**src/rtl/nlc_pkg.sv**
```systemverilog
// rtl/nlc_pkg.sv - shared NLC widths and sample/frame types
package nlc_pkg;

    localparam int DATA_W = 21;
    localparam int NUM_CH = 16;
    localparam int CH_W   = 4;
    localparam int CNT_W  = 8;

    typedef logic [DATA_W-1:0] x_lin_t;
    typedef x_lin_t [NUM_CH-1:0] frame_t;

endpackage

```
**src/rtl/nlc_frame_bank.sv**
```systemverilog
// rtl/nlc_frame_bank.sv - one frame of corrected samples with full flag and read mux
module nlc_frame_bank
#(
    parameter int DATA_W = 21,
    parameter int NUM_CH = 16,
    parameter int CH_W   = 4
)
(
    input  logic                           clk,
    input  logic                           reset,
    input  logic                           load,
    input  logic                           free,
    input  logic [NUM_CH-1:0][DATA_W-1:0]  frame_in,
    input  logic [CH_W-1:0]                rd_idx,
    output logic                           full,
    output logic [DATA_W-1:0]              rd_data
);

    logic [NUM_CH-1:0][DATA_W-1:0] data;

    // Full flag: a load on the same edge as a free keeps the bank occupied.
    always_ff @(posedge clk) begin
        if (reset) begin
            full <= 1'b0;
        end else if (load) begin
            full <= 1'b1;
        end else if (free) begin
            full <= 1'b0;
        end
    end

    // Sample storage: written only on an accepted capture, never reset.
    always_ff @(posedge clk) begin
        if (load) begin
            data <= frame_in;
        end
    end

    assign rd_data = data[rd_idx];

endmodule

```
**src/rtl/nlc_lin_serializer.sv**
```systemverilog
// rtl/nlc_lin_serializer.sv - double-buffered capture of 16 NLC samples, streamed one channel per beat
module nlc_lin_serializer
#(
    parameter int DATA_W = 21,
    parameter int NUM_CH = 16,
    parameter int CNT_W  = 8
)
(
    input  logic              clk,
    input  logic              reset,
    input  logic              srdy_lin_i,
    input  logic [DATA_W-1:0] ch0_x_lin,
    input  logic [DATA_W-1:0] ch1_x_lin,
    input  logic [DATA_W-1:0] ch2_x_lin,
    input  logic [DATA_W-1:0] ch3_x_lin,
    input  logic [DATA_W-1:0] ch4_x_lin,
    input  logic [DATA_W-1:0] ch5_x_lin,
    input  logic [DATA_W-1:0] ch6_x_lin,
    input  logic [DATA_W-1:0] ch7_x_lin,
    input  logic [DATA_W-1:0] ch8_x_lin,
    input  logic [DATA_W-1:0] ch9_x_lin,
    input  logic [DATA_W-1:0] ch10_x_lin,
    input  logic [DATA_W-1:0] ch11_x_lin,
    input  logic [DATA_W-1:0] ch12_x_lin,
    input  logic [DATA_W-1:0] ch13_x_lin,
    input  logic [DATA_W-1:0] ch14_x_lin,
    input  logic [DATA_W-1:0] ch15_x_lin,
    output logic              dout_valid,
    input  logic              dout_ready,
    output logic [DATA_W-1:0] dout_x_lin,
    output logic [3:0]        dout_ch,
    output logic              dout_last,
    output logic              busy,
    output logic              overflow,
    output logic [CNT_W-1:0]  drop_cnt,
    input  logic              clear_overflow
);

    import nlc_pkg::*;

    logic [NUM_CH-1:0][DATA_W-1:0] frame;
    logic [1:0]                    full;
    logic [1:0]                    load;
    logic [1:0]                    free;
    logic [DATA_W-1:0]             rd_data [2];
    logic                          wr_bank;
    logic                          rd_bank;
    logic [CH_W-1:0]               idx;
    logic                          xfer;
    logic                          last_beat;
    logic                          last_xfer;
    logic                          wr_avail;
    logic                          capture;
    logic                          drop;

    assign frame = {ch15_x_lin, ch14_x_lin, ch13_x_lin, ch12_x_lin,
                    ch11_x_lin, ch10_x_lin, ch9_x_lin,  ch8_x_lin,
                    ch7_x_lin,  ch6_x_lin,  ch5_x_lin,  ch4_x_lin,
                    ch3_x_lin,  ch2_x_lin,  ch1_x_lin,  ch0_x_lin};

    // The write bank is usable if empty, or if its final beat leaves on this very edge.
    assign last_beat = (idx == CH_W'(NUM_CH - 1));
    assign xfer      = dout_valid & dout_ready;
    assign last_xfer = xfer & last_beat;
    assign wr_avail  = ~full[wr_bank] | (last_xfer & (rd_bank == wr_bank));
    assign capture   = srdy_lin_i & wr_avail;
    assign drop      = srdy_lin_i & ~wr_avail;

    assign load[0] = capture & (wr_bank == 1'b0);
    assign load[1] = capture & (wr_bank == 1'b1);
    assign free[0] = last_xfer & (rd_bank == 1'b0);
    assign free[1] = last_xfer & (rd_bank == 1'b1);

    nlc_frame_bank #(.DATA_W(DATA_W), .NUM_CH(NUM_CH), .CH_W(CH_W)) u_bank_a (
        .clk      (clk),
        .reset    (reset),
        .load     (load[0]),
        .free     (free[0]),
        .frame_in (frame),
        .rd_idx   (idx),
        .full     (full[0]),
        .rd_data  (rd_data[0])
    );

    nlc_frame_bank #(.DATA_W(DATA_W), .NUM_CH(NUM_CH), .CH_W(CH_W)) u_bank_b (
        .clk      (clk),
        .reset    (reset),
        .load     (load[1]),
        .free     (free[1]),
        .frame_in (frame),
        .rd_idx   (idx),
        .full     (full[1]),
        .rd_data  (rd_data[1])
    );

    // Bank pointers and beat index advance only on accepted captures and transfers.
    always_ff @(posedge clk) begin
        if (reset) begin
            wr_bank <= 1'b0;
            rd_bank <= 1'b0;
            idx     <= '0;
        end else begin
            if (capture) begin
                wr_bank <= ~wr_bank;
            end
            if (xfer) begin
                if (last_beat) begin
                    idx     <= '0;
                    rd_bank <= ~rd_bank;
                end else begin
                    idx <= idx + CH_W'(1);
                end
            end
        end
    end

    // Sticky overflow and saturating drop counter; a coincident drop beats a clear.
    always_ff @(posedge clk) begin
        if (reset) begin
            overflow <= 1'b0;
            drop_cnt <= '0;
        end else if (drop) begin
            overflow <= 1'b1;
            if (clear_overflow) begin
                drop_cnt <= CNT_W'(1);
            end else if (drop_cnt != {CNT_W{1'b1}}) begin
                drop_cnt <= drop_cnt + CNT_W'(1);
            end
        end else if (clear_overflow) begin
            overflow <= 1'b0;
            drop_cnt <= '0;
        end
    end

    // Output beat is a registered-bank mux, forced to zero while nothing is offered.
    always_comb begin
        dout_valid = full[rd_bank];
        dout_x_lin = '0;
        dout_ch    = '0;
        dout_last  = 1'b0;
        if (dout_valid) begin
            dout_x_lin = rd_data[rd_bank];
            dout_ch    = idx;
            dout_last  = last_beat;
        end
    end

    assign busy = full[0] | full[1];

endmodule

```
**config.mk**
```make
export PLATFORM = sky130hd
export DESIGN_NAME = nlc_lin_serializer
export DESIGN_NICKNAME = d
export VERILOG_FILES = /design/src/rtl/nlc_pkg.sv /design/src/rtl/nlc_frame_bank.sv /design/src/rtl/nlc_lin_serializer.sv
export SDC_FILE = /design/constraint.sdc
export NUM_CORES = 1
export LEC_CHECK = 0
export ABC_AREA = 1
export BUFFER_PORTS_ARGS = -buffer_cell sky130_fd_sc_hd__clkbuf_2
export CAP_MARGIN = 15
export CORE_MARGIN = 4
export CORE_UTILIZATION = 42
export DETAILED_ROUTE_END_ITERATION = 7
export GPL_TIMING_DRIVEN = 0
export HOLD_SLACK_MARGIN = 0.06
export PLACE_DENSITY = 0.61
export SKIP_LAST_GASP = 1
export SYNTH_ARGS = -nofsm -noshare
export SYNTH_HDL_FRONTEND = slang
export SYNTH_SLANG_ARGS = --single-unit
```
**constraint.sdc**
```tcl
create_clock -name clk -period 11.8 [get_ports clk]
set_input_delay 1.77 -clock clk [delete_from_list [all_inputs] [get_ports clk]]
set_output_delay 1.77 -clock clk [all_outputs]
set_load 0.02 [all_outputs]
```
==> flow_summary_export.csv <==
group,metric,value,unit
synthesis,syn_nets,2710,
clocking,cts.repair.resized,0,
die,fp.dieW,266.4,um
final_layout,regArea,20520,um2
timing,fin_crit,5.297,ns
grt,antenna_found_initial,12,
grt,grt_first_pass_wirelength,145.9,mm
placement,gp_congestion,0.9247,
synthesis,synth_top_area_frac,0.7195,
detailed_routing,vias,21320,
detailed_routing,finalWirelength,105.1,mm
clocking,clock_path_buffers,3,
detailed_routing,drt-pass1-iter-count,6,
worst_setup_path,crit_top_cell,"buf_2",
final_layout,multi_input_area,6486,um2
worst_setup_path,crit_fanout,10,
timing,worstMarginPinSlew,1.167,ns
clocking,post_cts_buffers,0,
grt,grt_max_degree,112,
clocking,clkLatencyLatePin,0.62,ns
final_layout,syn_to_final_growth,20.01,%
detailed_routing,drtAntennaViolNets,0,
job,drv_cap,0,
synthesis,synthXorXnorAreaFrac,0.001249,
die,io-pin-count,378,
synthesis,ys_ff_latch,689,
synthesis,syn_inst,2367,
synthesis,ys_top_cells_by_area,"edfxtp_1, nand2_1, nand3_1",
synthesis,synth-main-ff-cell,"edfxtp_1",
final_layout,drive_gt1_frac,0.2163,
placement,place_inst,3623,
final_layout,finalInstanceArea,33660,um2
placement,dpl.hpwl,76.03,mm
detailed_routing,first_iter_violations,3158,
worst_setup_path,path_cells,"buf_2 > inv_2 > buf_2 > buf_2 > nand3_1 > a21oi_1 > o21ai_1 > nor2_1 > clkbuf_2",
synthesis,synthSimpleGateAreaFrac,0.1971,
clocking,ctsHoldBuffers,0,
timing,rsz0062_at_grt,"no",
outcome,run_status,"finished clean",
timing,period_share,0.4489,
power_and_ir_drop,max-vdd-ir-drop,0.0001207,V
synthesis,ys_types,28,
clocking,cts_tree,"yes",
timing,relSlewSlack,0.2218,
clocking,root_buffer,"clkbuf_16",
worst_setup_path,cp.required,10.03,ns
synthesis,synth_area_leader_cell,"edfxtp_1",
die,start_util,0.4251,
power_and_ir_drop,leakage,13.00,nW
synthesis,ys_seq_area_frac,0.7316,
worst_setup_path,critPathSlowestCell,"buf_2",
final_layout,final_common_cell,"nand2_1",
detailed_routing,drc,0,
clocking,path_clk_slew,0.05,ns
grt,overflow,0,
synthesis,synthMuxAreaShare,0,
timing,maxSlewViolCount,0,
final_layout,final_nets,3179,
synthesis,syn_area,28050,um2
timing,skew,0.02058,ns
synthesis,synth_edf_count,672,
clocking,cts-buffers-inserted,75,
min_path,hold_class,"flip-flop to flip-flop",
worst_setup_path,startpoint_type,"flip-flop",
synthesis,synthAdderAreaFrac,0.0008922,
detailed_routing,drt-wirelength-per-cell,27.96,um
placement,port_buffers,377,
timing,timing_hold_violations_final,0,
worst_setup_path,max_stage_delay,0.52,ns
die,die_h,266.4,um
worst_setup_path,arrival,3.53,ns
timing,setup_viol,0,
placement,dpl_cell_area,31360,um2
final_layout,final_cells,3759,
power_and_ir_drop,p_per_area,172.1,nW/um2
die,dieArea,70980,um2
final_layout,final_cell_mix,"nand2_1, edfxtp_1, nand3_1, clkbuf_2, nor2_1",
synthesis,async_reset_ff_frac,0,
detailed_routing,vias_per_cell,5.672,
clocking,h-tree-depth,3,
grt,first_global_vias,20820,
synthesis,synth-compound-area-share,0.03181,
synthesis,synth_top_family_by_area,"simple AND/OR/NAND/NOR gates",
die,std_cell_rows,94,
timing,fmax,0.1888,GHz
worst_setup_path,crit_type,"flip-flop to primary output",
synthesis,synth.avg_cell_area,11.85,um2
die,core,65980,um2
synthesis,yosys_warnings,0,
final_layout,nFillCells,5905,
worst_setup_path,setup.worst_path.end_class,"primary output",
grt,grt_usage,0.2904,
clocking,clock_sinks,689,
power_and_ir_drop,finalPower,5.793,mW
final cells by class:
cell class,count,area share
sequential,689,0.6096
buffer,149,0.02821
clock buffer,97,0.06074
antenna,5,0.0003717
tap,864,0.03212
timing repair buffer,392,0.06587
multi-input combinational,1505,0.1927
inverter,24,0.003122
clock inverter,34,0.007249
flip-flops by register name, indices dropped and copies added, names as in the netlist:
register	cells
idx	4
overflow	1
u_bank_b.data	336
u_bank_a.data	336
rd_bank	1
u_bank_a.full	1
u_bank_b.full	1
drop_cnt	8
wr_bank	1
per-stage QoR:
| step | utilization | hold slack [ns] | TNS, ns | setup slack [ns] |
|---|---|---|---|---|
| final | 0.5101 | 0.4607 | 0 | 6.503 |
| after global routing | 0.5100 | 0.5458 | 0 | 6.428 |
| after CTS | 0.5100 | 0.4679 | 0 | 6.637 |
| after detailed placement | 0.4753 | 0.4535 | 0 | 7.293 |
| after global placement | 0.4701 | 0.4475 | -1820.81 | -4.215 |
| after floorplan | - | 0.4748 | 0 | 0.4505 |
where the power goes:
group	switching (mW)	internal, mW	leakage (nW)
Sequential	0.0389	2.87	6.39
Combinational	0.478	0.181	5.50
Clock	0.940	1.28	1.11
final timing paths:
kind	from	end	slack (ns)	depth (start not counted)
max	idx[2]$_SDFFE_PP0N_	dout_x_lin[17]	6.50	9
min	overflow$_SDFFE_PP0P_	overflow$_SDFFE_PP0P_	0.46	2
max reg2reg	idx[2]$_SDFFE_PP0N_	u_bank_a.data[108]$_DFFE_PP_	8.37	11
min reg2reg	overflow$_SDFFE_PP0P_	overflow$_SDFFE_PP0P_	0.46	2
worst max-delay path: cells and delay by family, from the launching register on:
family	cells	cell delay, ns
buffers and inverters	5	1.49
and+or+nand+nor	2	0.62
DFF	1	0.30
AOI/OAI and AO/OA	2	0.49
per-layer routing:
metal	GRT usage	wire length, um	vias to the layer above
met2	0.4612	48640	1476
met1	0.3863	38870	10290
met5	0	82	-
li1	-	-	9277
met4	0.1115	4663	14
met3	0.07688	12830	261
cell families (layout without fill, tap and decap cells):
group           count (synthesis)  after routing
fa+ha+maj                       2              2
compound gates                174            174
simple gates                 1325           1325
xor+xnor                        4              4
flops                         689            689
other cells                     0              5
buf+inv                       173            696
cell usage after synthesis, types with 18 or more instances:
master	instances
a21oi_1	43
buf_2	66
buf_4	35
buf_6	22
clkbuf_1	18
edfxtp_1	672
inv_1	18
nand2_1	754
nand3_1	414
nor2_1	141
o21ai_0	77
o21ai_1	37
No activity file was read; power rests on OpenSTA's default activity.
